[config.mk]
export PLATFORM = sky130hd
export DESIGN_NAME = ysyx_25030085_idu
export DESIGN_NICKNAME = d
export VERILOG_FILES = /design/src/rtl/ysyx_25030085_idu.sv
export SDC_FILE = /design/constraint.sdc
export NUM_CORES = 1
export LEC_CHECK = 0
export CAP_MARGIN = 20
export CORE_MARGIN = 5
export CORE_UTILIZATION = 45
export CTS_CLUSTER_DIAMETER = 200
export DETAILED_ROUTE_END_ITERATION = 8
export PLACE_DENSITY = 0.81
export SYNTH_ARGS = -nofsm -noshare
export SYNTH_HDL_FRONTEND = slang
export SYNTH_SLANG_ARGS = --single-unit
[constraint.sdc]
create_clock -name clk -period 3.8 [get_ports clk]
set_clock_uncertainty 0.15 [all_clocks]
set_input_delay 0.76 -clock clk [delete_from_list [all_inputs] [get_ports clk]]
set_output_delay 0.76 -clock clk [all_outputs]
set_load 0.02 [all_outputs]
[src/rtl/ysyx_25030085_idu.sv]
// Instruction decode stage: combinational RV32I/RV32E (+M) decoder feeding a
// one-entry pipeline register with valid/ready handshakes on both sides.
module ysyx_25030085_idu #(
  parameter int NREG = 32,
  parameter int EN_M = 1
) (
  input  logic        clk,
  input  logic        rst,
  input  logic        in_valid,
  output logic        in_ready,
  input  logic [31:0] in_inst,
  input  logic [31:0] in_pc,
  input  logic        flush,
  output logic        out_valid,
  input  logic        out_ready,
  output logic [31:0] out_pc,
  output logic [31:0] out_imm,
  output logic [4:0]  out_rs1,
  output logic [4:0]  out_rs2,
  output logic [4:0]  out_rd,
  output logic [4:0]  out_alu_op,
  output logic        out_alu_src,
  output logic        out_mem_rd,
  output logic        out_mem_wr,
  output logic [2:0]  out_mem_op,
  output logic [1:0]  out_wb_sel,
  output logic        out_reg_wr,
  output logic [1:0]  out_jump,
  output logic        out_is_br,
  output logic [2:0]  out_br_func,
  output logic [1:0]  out_exc
);

  // Handshake: a transfer happens on a rising edge where valid && ready.
  // in_ready = !full || out_ready, so a held entry can be replaced in the same
  // cycle it leaves. While out_valid && !out_ready the payload is frozen.
  // flush empties the register and drops any same-cycle input transfer.

  logic        r_full;
  logic [31:0] r_pc, r_imm;
  logic [4:0]  r_rs1, r_rs2, r_rd, r_alu_op;
  logic        r_alu_src, r_mem_rd, r_mem_wr, r_reg_wr, r_is_br;
  logic [2:0]  r_mem_op, r_br_func;
  logic [1:0]  r_wb_sel, r_jump, r_exc;

  logic [6:0]  w_opc, w_f7;
  logic [2:0]  w_f3;
  logic [31:0] w_imm_i, w_imm_s, w_imm_b, w_imm_u, w_imm_j;
  logic [31:0] w_imm;
  logic [4:0]  w_rs1, w_rs2, w_rd, w_alu_op;
  logic        w_alu_src, w_mem_rd, w_mem_wr, w_reg_wr, w_is_br, w_ill;
  logic [2:0]  w_mem_op, w_br_func;
  logic [1:0]  w_wb_sel, w_jump, w_sys, w_exc;
  logic        w_in_fire, w_out_fire;

  assign w_opc   = in_inst[6:0];
  assign w_f3    = in_inst[14:12];
  assign w_f7    = in_inst[31:25];
  assign w_imm_i = {{20{in_inst[31]}}, in_inst[31:20]};
  assign w_imm_s = {{20{in_inst[31]}}, in_inst[31:25], in_inst[11:7]};
  assign w_imm_b = {{19{in_inst[31]}}, in_inst[31], in_inst[7], in_inst[30:25], in_inst[11:8], 1'b0};
  assign w_imm_u = {in_inst[31:12], 12'b0};
  assign w_imm_j = {{11{in_inst[31]}}, in_inst[31], in_inst[19:12], in_inst[20], in_inst[30:21], 1'b0};

  assign in_ready   = !r_full || out_ready;
  assign out_valid  = r_full;
  assign w_in_fire  = in_valid && in_ready;
  assign w_out_fire = r_full && out_ready;

  // Decode the incoming instruction into control fields and an exception code.
  always_comb begin
    w_imm = '0; w_rs1 = '0; w_rs2 = '0; w_rd = '0; w_alu_op = '0;
    w_alu_src = 1'b0; w_mem_rd = 1'b0; w_mem_wr = 1'b0; w_mem_op = '0;
    w_wb_sel = '0; w_reg_wr = 1'b0; w_jump = '0; w_is_br = 1'b0;
    w_br_func = '0; w_ill = 1'b0; w_sys = '0; w_exc = '0;
    case (w_opc)
      7'b0110111: begin // lui
        w_imm = w_imm_u; w_rd = in_inst[11:7]; w_alu_src = 1'b1;
        w_wb_sel = 2'd3; w_reg_wr = 1'b1;
      end
      7'b0010111: begin // auipc
        w_imm = w_imm_u; w_rd = in_inst[11:7]; w_alu_op = 5'd9;
        w_alu_src = 1'b1; w_reg_wr = 1'b1;
      end
      7'b1101111: begin // jal
        w_imm = w_imm_j; w_rd = in_inst[11:7]; w_alu_op = 5'd9;
        w_alu_src = 1'b1; w_wb_sel = 2'd2; w_reg_wr = 1'b1; w_jump = 2'd1;
      end
      7'b1100111: begin // jalr
        w_ill = (w_f3 != 3'd0);
        w_imm = w_imm_i; w_rs1 = in_inst[19:15]; w_rd = in_inst[11:7];
        w_alu_src = 1'b1; w_wb_sel = 2'd2; w_reg_wr = 1'b1; w_jump = 2'd2;
      end
      7'b1100011: begin // branches: condition is resolved downstream
        w_ill = (w_f3 == 3'd2) || (w_f3 == 3'd3);
        w_imm = w_imm_b; w_rs1 = in_inst[19:15]; w_rs2 = in_inst[24:20];
        w_alu_op = 5'd9; w_alu_src = 1'b1; w_is_br = 1'b1; w_br_func = w_f3;
      end
      7'b0000011: begin // loads
        w_ill = (w_f3 == 3'd3) || (w_f3 == 3'd6) || (w_f3 == 3'd7);
        w_imm = w_imm_i; w_rs1 = in_inst[19:15]; w_rd = in_inst[11:7];
        w_alu_src = 1'b1; w_mem_rd = 1'b1; w_mem_op = w_f3;
        w_wb_sel = 2'd1; w_reg_wr = 1'b1;
      end
      7'b0100011: begin // stores
        w_ill = (w_f3 > 3'd2);
        w_imm = w_imm_s; w_rs1 = in_inst[19:15]; w_rs2 = in_inst[24:20];
        w_alu_src = 1'b1; w_mem_wr = 1'b1; w_mem_op = w_f3;
      end
      7'b0010011: begin // register-immediate ALU
        w_imm = w_imm_i; w_rs1 = in_inst[19:15]; w_rd = in_inst[11:7];
        w_alu_src = 1'b1; w_reg_wr = 1'b1;
        case (w_f3)
          3'd0: w_alu_op = 5'd0;
          3'd1: begin w_alu_op = 5'd1; w_ill = (w_f7 != 7'h00); end
          3'd2: w_alu_op = 5'd2;
          3'd3: w_alu_op = 5'd3;
          3'd4: w_alu_op = 5'd4;
          3'd5: begin
            w_alu_op = (w_f7 == 7'h20) ? 5'd5 : 5'd6;
            w_ill    = (w_f7 != 7'h00) && (w_f7 != 7'h20);
          end
          3'd6: w_alu_op = 5'd7;
          3'd7: w_alu_op = 5'd8;
        endcase
      end
      7'b0110011: begin // register-register ALU and M extension
        w_rs1 = in_inst[19:15]; w_rs2 = in_inst[24:20]; w_rd = in_inst[11:7];
        w_reg_wr = 1'b1;
        if (w_f7 == 7'h00) begin
          case (w_f3)
            3'd0: w_alu_op = 5'd0;
            3'd1: w_alu_op = 5'd1;
            3'd2: w_alu_op = 5'd2;
            3'd3: w_alu_op = 5'd3;
            3'd4: w_alu_op = 5'd4;
            3'd5: w_alu_op = 5'd6;
            3'd6: w_alu_op = 5'd7;
            3'd7: w_alu_op = 5'd8;
          endcase
        end else if (w_f7 == 7'h20 && w_f3 == 3'd0) begin
          w_alu_op = 5'd10;
        end else if (w_f7 == 7'h20 && w_f3 == 3'd5) begin
          w_alu_op = 5'd5;
        end else if (w_f7 == 7'h01 && EN_M != 0) begin
          w_alu_op = {2'b10, w_f3};
        end else begin
          w_ill = 1'b1;
        end
      end
      7'b0001111: begin // fence: no architectural effect in this core
      end
      7'b1110011: begin // only ecall/ebreak are recognised
        if (in_inst == 32'h0010_0073)      w_sys = 2'd2;
        else if (in_inst == 32'h0000_0073) w_sys = 2'd3;
        else                               w_ill = 1'b1;
      end
      default: w_ill = 1'b1;
    endcase
    // RV32E: any used register field pointing above x15 is illegal
    if (NREG == 16 && (w_rs1[4] || w_rs2[4] || w_rd[4])) w_ill = 1'b1;
    w_exc = w_ill ? 2'd1 : w_sys;
    // A trapping instruction carries only its PC and exception code
    if (w_exc != 2'd0) begin
      w_imm = '0; w_rs1 = '0; w_rs2 = '0; w_rd = '0; w_alu_op = '0;
      w_alu_src = 1'b0; w_mem_rd = 1'b0; w_mem_wr = 1'b0; w_mem_op = '0;
      w_wb_sel = '0; w_reg_wr = 1'b0; w_jump = '0; w_is_br = 1'b0;
      w_br_func = '0;
    end
    if (w_rd == 5'd0) w_reg_wr = 1'b0;
  end

  // One-entry pipeline register; flush outranks load/unload.
  always_ff @(posedge clk or posedge rst) begin
    if (rst) begin
      r_full <= 1'b0; r_pc <= '0; r_imm <= '0; r_rs1 <= '0; r_rs2 <= '0;
      r_rd <= '0; r_alu_op <= '0; r_alu_src <= 1'b0; r_mem_rd <= 1'b0;
      r_mem_wr <= 1'b0; r_mem_op <= '0; r_wb_sel <= '0; r_reg_wr <= 1'b0;
      r_jump <= '0; r_is_br <= 1'b0; r_br_func <= '0; r_exc <= '0;
    end else if (flush) begin
      r_full <= 1'b0;
    end else if (w_in_fire) begin
      r_full <= 1'b1; r_pc <= in_pc; r_imm <= w_imm; r_rs1 <= w_rs1;
      r_rs2 <= w_rs2; r_rd <= w_rd; r_alu_op <= w_alu_op;
      r_alu_src <= w_alu_src; r_mem_rd <= w_mem_rd; r_mem_wr <= w_mem_wr;
      r_mem_op <= w_mem_op; r_wb_sel <= w_wb_sel; r_reg_wr <= w_reg_wr;
      r_jump <= w_jump; r_is_br <= w_is_br; r_br_func <= w_br_func;
      r_exc <= w_exc;
    end else if (w_out_fire) begin
      r_full <= 1'b0;
    end
  end

  assign out_pc      = r_pc;
  assign out_imm     = r_imm;
  assign out_rs1     = r_rs1;
  assign out_rs2     = r_rs2;
  assign out_rd      = r_rd;
  assign out_alu_op  = r_alu_op;
  assign out_alu_src = r_alu_src;
  assign out_mem_rd  = r_mem_rd;
  assign out_mem_wr  = r_mem_wr;
  assign out_mem_op  = r_mem_op;
  assign out_wb_sel  = r_wb_sel;
  assign out_reg_wr  = r_reg_wr;
  assign out_jump    = r_jump;
  assign out_is_br   = r_is_br;
  assign out_br_func = r_br_func;
  assign out_exc     = r_exc;

endmodule

==> flow_summary.yaml <==
synthesis:
  synth_area_leader_cell: "dfrtp_1"
  synth-seq-area-share: 0.539
  synthFlopType: "dfrtp_1"
  synth-edff-count: 0
  synth_top_area_frac: 0.539
  syn-cell-area_um2: 4730
  async_flop_share: 1.00
  synthDistinctLibCells: 52
  ys_seq_elements: 102
  yosys-top-cells-area: "dfrtp_1, mux2_2, a32o_1"
  syn_inst: 451
  syn-num-nets: 525
  yosysWarnings: 0
  syn_area_per_cell_um2: 10.5
floorplan:
  core.rowCount: 37
  start_util: 0.461
  fp.coreArea_um2: 10300
  die_x_um: 113
  io_pins: 172
  die-area_um2: 12700
  die_y_um: 113
clock_tree:
  postCtsSetupRepairBufs: 0
  clk_pin_slew_worst_paths_ns: 0.10
  htree_levels: 3
  clk_latency_ns: 0.37
  clock_sinks: 102
  clk_path_buf_depth: 2
  hold_buffers: 0
  cts_tree: "built"
  ctsResizeCount: 0
  cts_buffers: 9
  clock-root-buffer: "clkbuf_8"
finish:
  nNetsFinal: 694
  final_common_cell: "clkdlybuf4s50_1"
  syn_to_final_growth_pct: 44.3
  antenna_cells: 0
  drive_gt1_frac: 0.115
  final_cell_mix: "clkdlybuf4s50_1, dfrtp_1, nand2_1"
  fin_util: 0.665
  stdcell_area_um2: 6830
sta:
  period_needed_ns: 3.14
  finalMaxSlewViolations: 0
  setup_viol: 0
  rsz0062_at_grt: "no"
  period_share: 0.826
  worstMarginPinSlew_ns: 0.647
  max_freq_ghz: 0.319
  hold_viol: 0
  finalSetupTns_ns: 0
  slew_headroom: 0.563
global_route:
  track_usage: 0.228
  grt_max_degree: 108
  grt_pass1_vias: 4298
  grt_overflow_total: 0
  grt_first_pass_wirelength_mm: 23.3
  antenna_found_initial: 0
place:
  dpl-instance-area_um2: 6640
  dp_hpwl_mm: 10.9
  finalWeightedCongestion: 0.878
  io_buffers: 171
routing:
  vias_per_cell: 5.65
  drt-pass1-iter-count: 5
  ant_nets: 0
  drc: 0
  first_iter_violations: 437
  wire_per_inst_um: 19.2
  vias: 4300
  totalWireLength_mm: 14.6
worst_setup_path:
  required_ns: 3.90
  crit_type: "input port to flip-flop"
  path_max_fanout: 31
  end_kind: "flip-flop"
  start_kind: "input port"
  arrival_ns: 3.24
job:
  maxCapViolations: 0
power_and_ir_drop:
  power_uw: 2330
  peakVddDrop_v: 0.000201
  p_per_area_nw_per_um2: 341
  leakage_uw: 0.00279
run_status:
  status: "complete, no violations"
worst_hold_path:
  hold_path.class: "flip-flop to flip-flop"
[cells by family after synthesis]
family          after synthesis  share of synthesized area
compound gates              126                      0.186
fa+ha+maj                     5                     0.0132
buf+inv                      42                     0.0394
flops                       102                      0.539
mux                          33                     0.0782
simple gates                143                      0.144
[layout make-up]
cell class,count,area (um2)
repair buffers,191,1890
multi-input cells,307,1990
clock inverters,7,66.3
fillers,849,3450
clock buffers,9,124
inverters,9,36.3
well taps,136,170
flip-flops and latches,102,2550
[through the flow]
stage                     setup WS (ns)  cells  hold WS [ns]
after CTS                         0.755    761         0.354
final                             0.663    761         0.346
after global routing              0.577    761         0.368
after detailed placement          0.379    745         0.330
after floorplan                   0.215    451         0.440
after global placement            0.430    745         0.318
[worst paths after layout]
kind,from,to,slack [ns],depth (start not counted)
worst max-delay path,in_inst[3],out_rs2[4]$_DFFE_PP0P_,0.66,8
worst min-delay path,out_imm[7]$_DFFE_PP0P_,out_imm[7]$_DFFE_PP0P_,0.35,2
worst max register to register,out_valid$_DFFE_PP0P_,out_rs2[4]$_DFFE_PP0P_,1.63,6
worst min register to register,out_imm[7]$_DFFE_PP0P_,out_imm[7]$_DFFE_PP0P_,0.35,2
max in group asynchronous,rst,out_imm[0]$_DFFE_PP0P_,2.31,3
min in group asynchronous,rst,out_pc[14]$_DFFE_PP0P_,0.48,2
[cells in the mapped netlist (4+ instances only)]
| master | count |
|---|---|
| a22oi_1 | 6 |
| inv_1 | 8 |
| o21ai_0 | 7 |
| o21ai_1 | 26 |
| clkbuf_1 | 25 |
| nand2b_1 | 5 |
| a32o_1 | 28 |
| ha_1 | 5 |
| nor2_1 | 22 |
| a21oi_1 | 29 |
| o221ai_1 | 5 |
| nand2_1 | 74 |
| a22o_1 | 4 |
| nor3_1 | 10 |
| mux2_2 | 32 |
| nand3_1 | 8 |
| dfrtp_1 | 102 |
[routing by layer]
metal  vias up  global-route usage  share of wire
li1       1978                   -              -
met1      2110               0.302           0.43
met2       174               0.361           0.48
met3        38              0.0544          0.057
met4         0              0.0921          0.037
met5         -                   0              0
[worst max-delay path, stage by stage]
cell and delay (ns):
clkdlybuf4s50_1 0.53, nor4bb_1 0.63, and2_1 0.28, o2111a_1 0.26
nor4_4 0.08, and3_1 0.16, buf_4 0.23, a32o_1 0.29
[report_power, final]
part           switching, uW  total, uW  internal [uW]
Sequential              30.5       1180           1150
Combinational            247        496            248
Clock                    406        659            253
Total                    683       2330           1650
[sequential cells by signal (all words and copies together), names as in the netlist, 2 cells and up]
signal	count
out_imm	32
out_pc	32
out_alu_op	5
out_rd	5
out_rs1	5
out_rs2	5
out_br_func	3
out_mem_op	3
out_exc	2
out_jump	2
out_wb_sel	2
(Power assumes the default switching activity.)
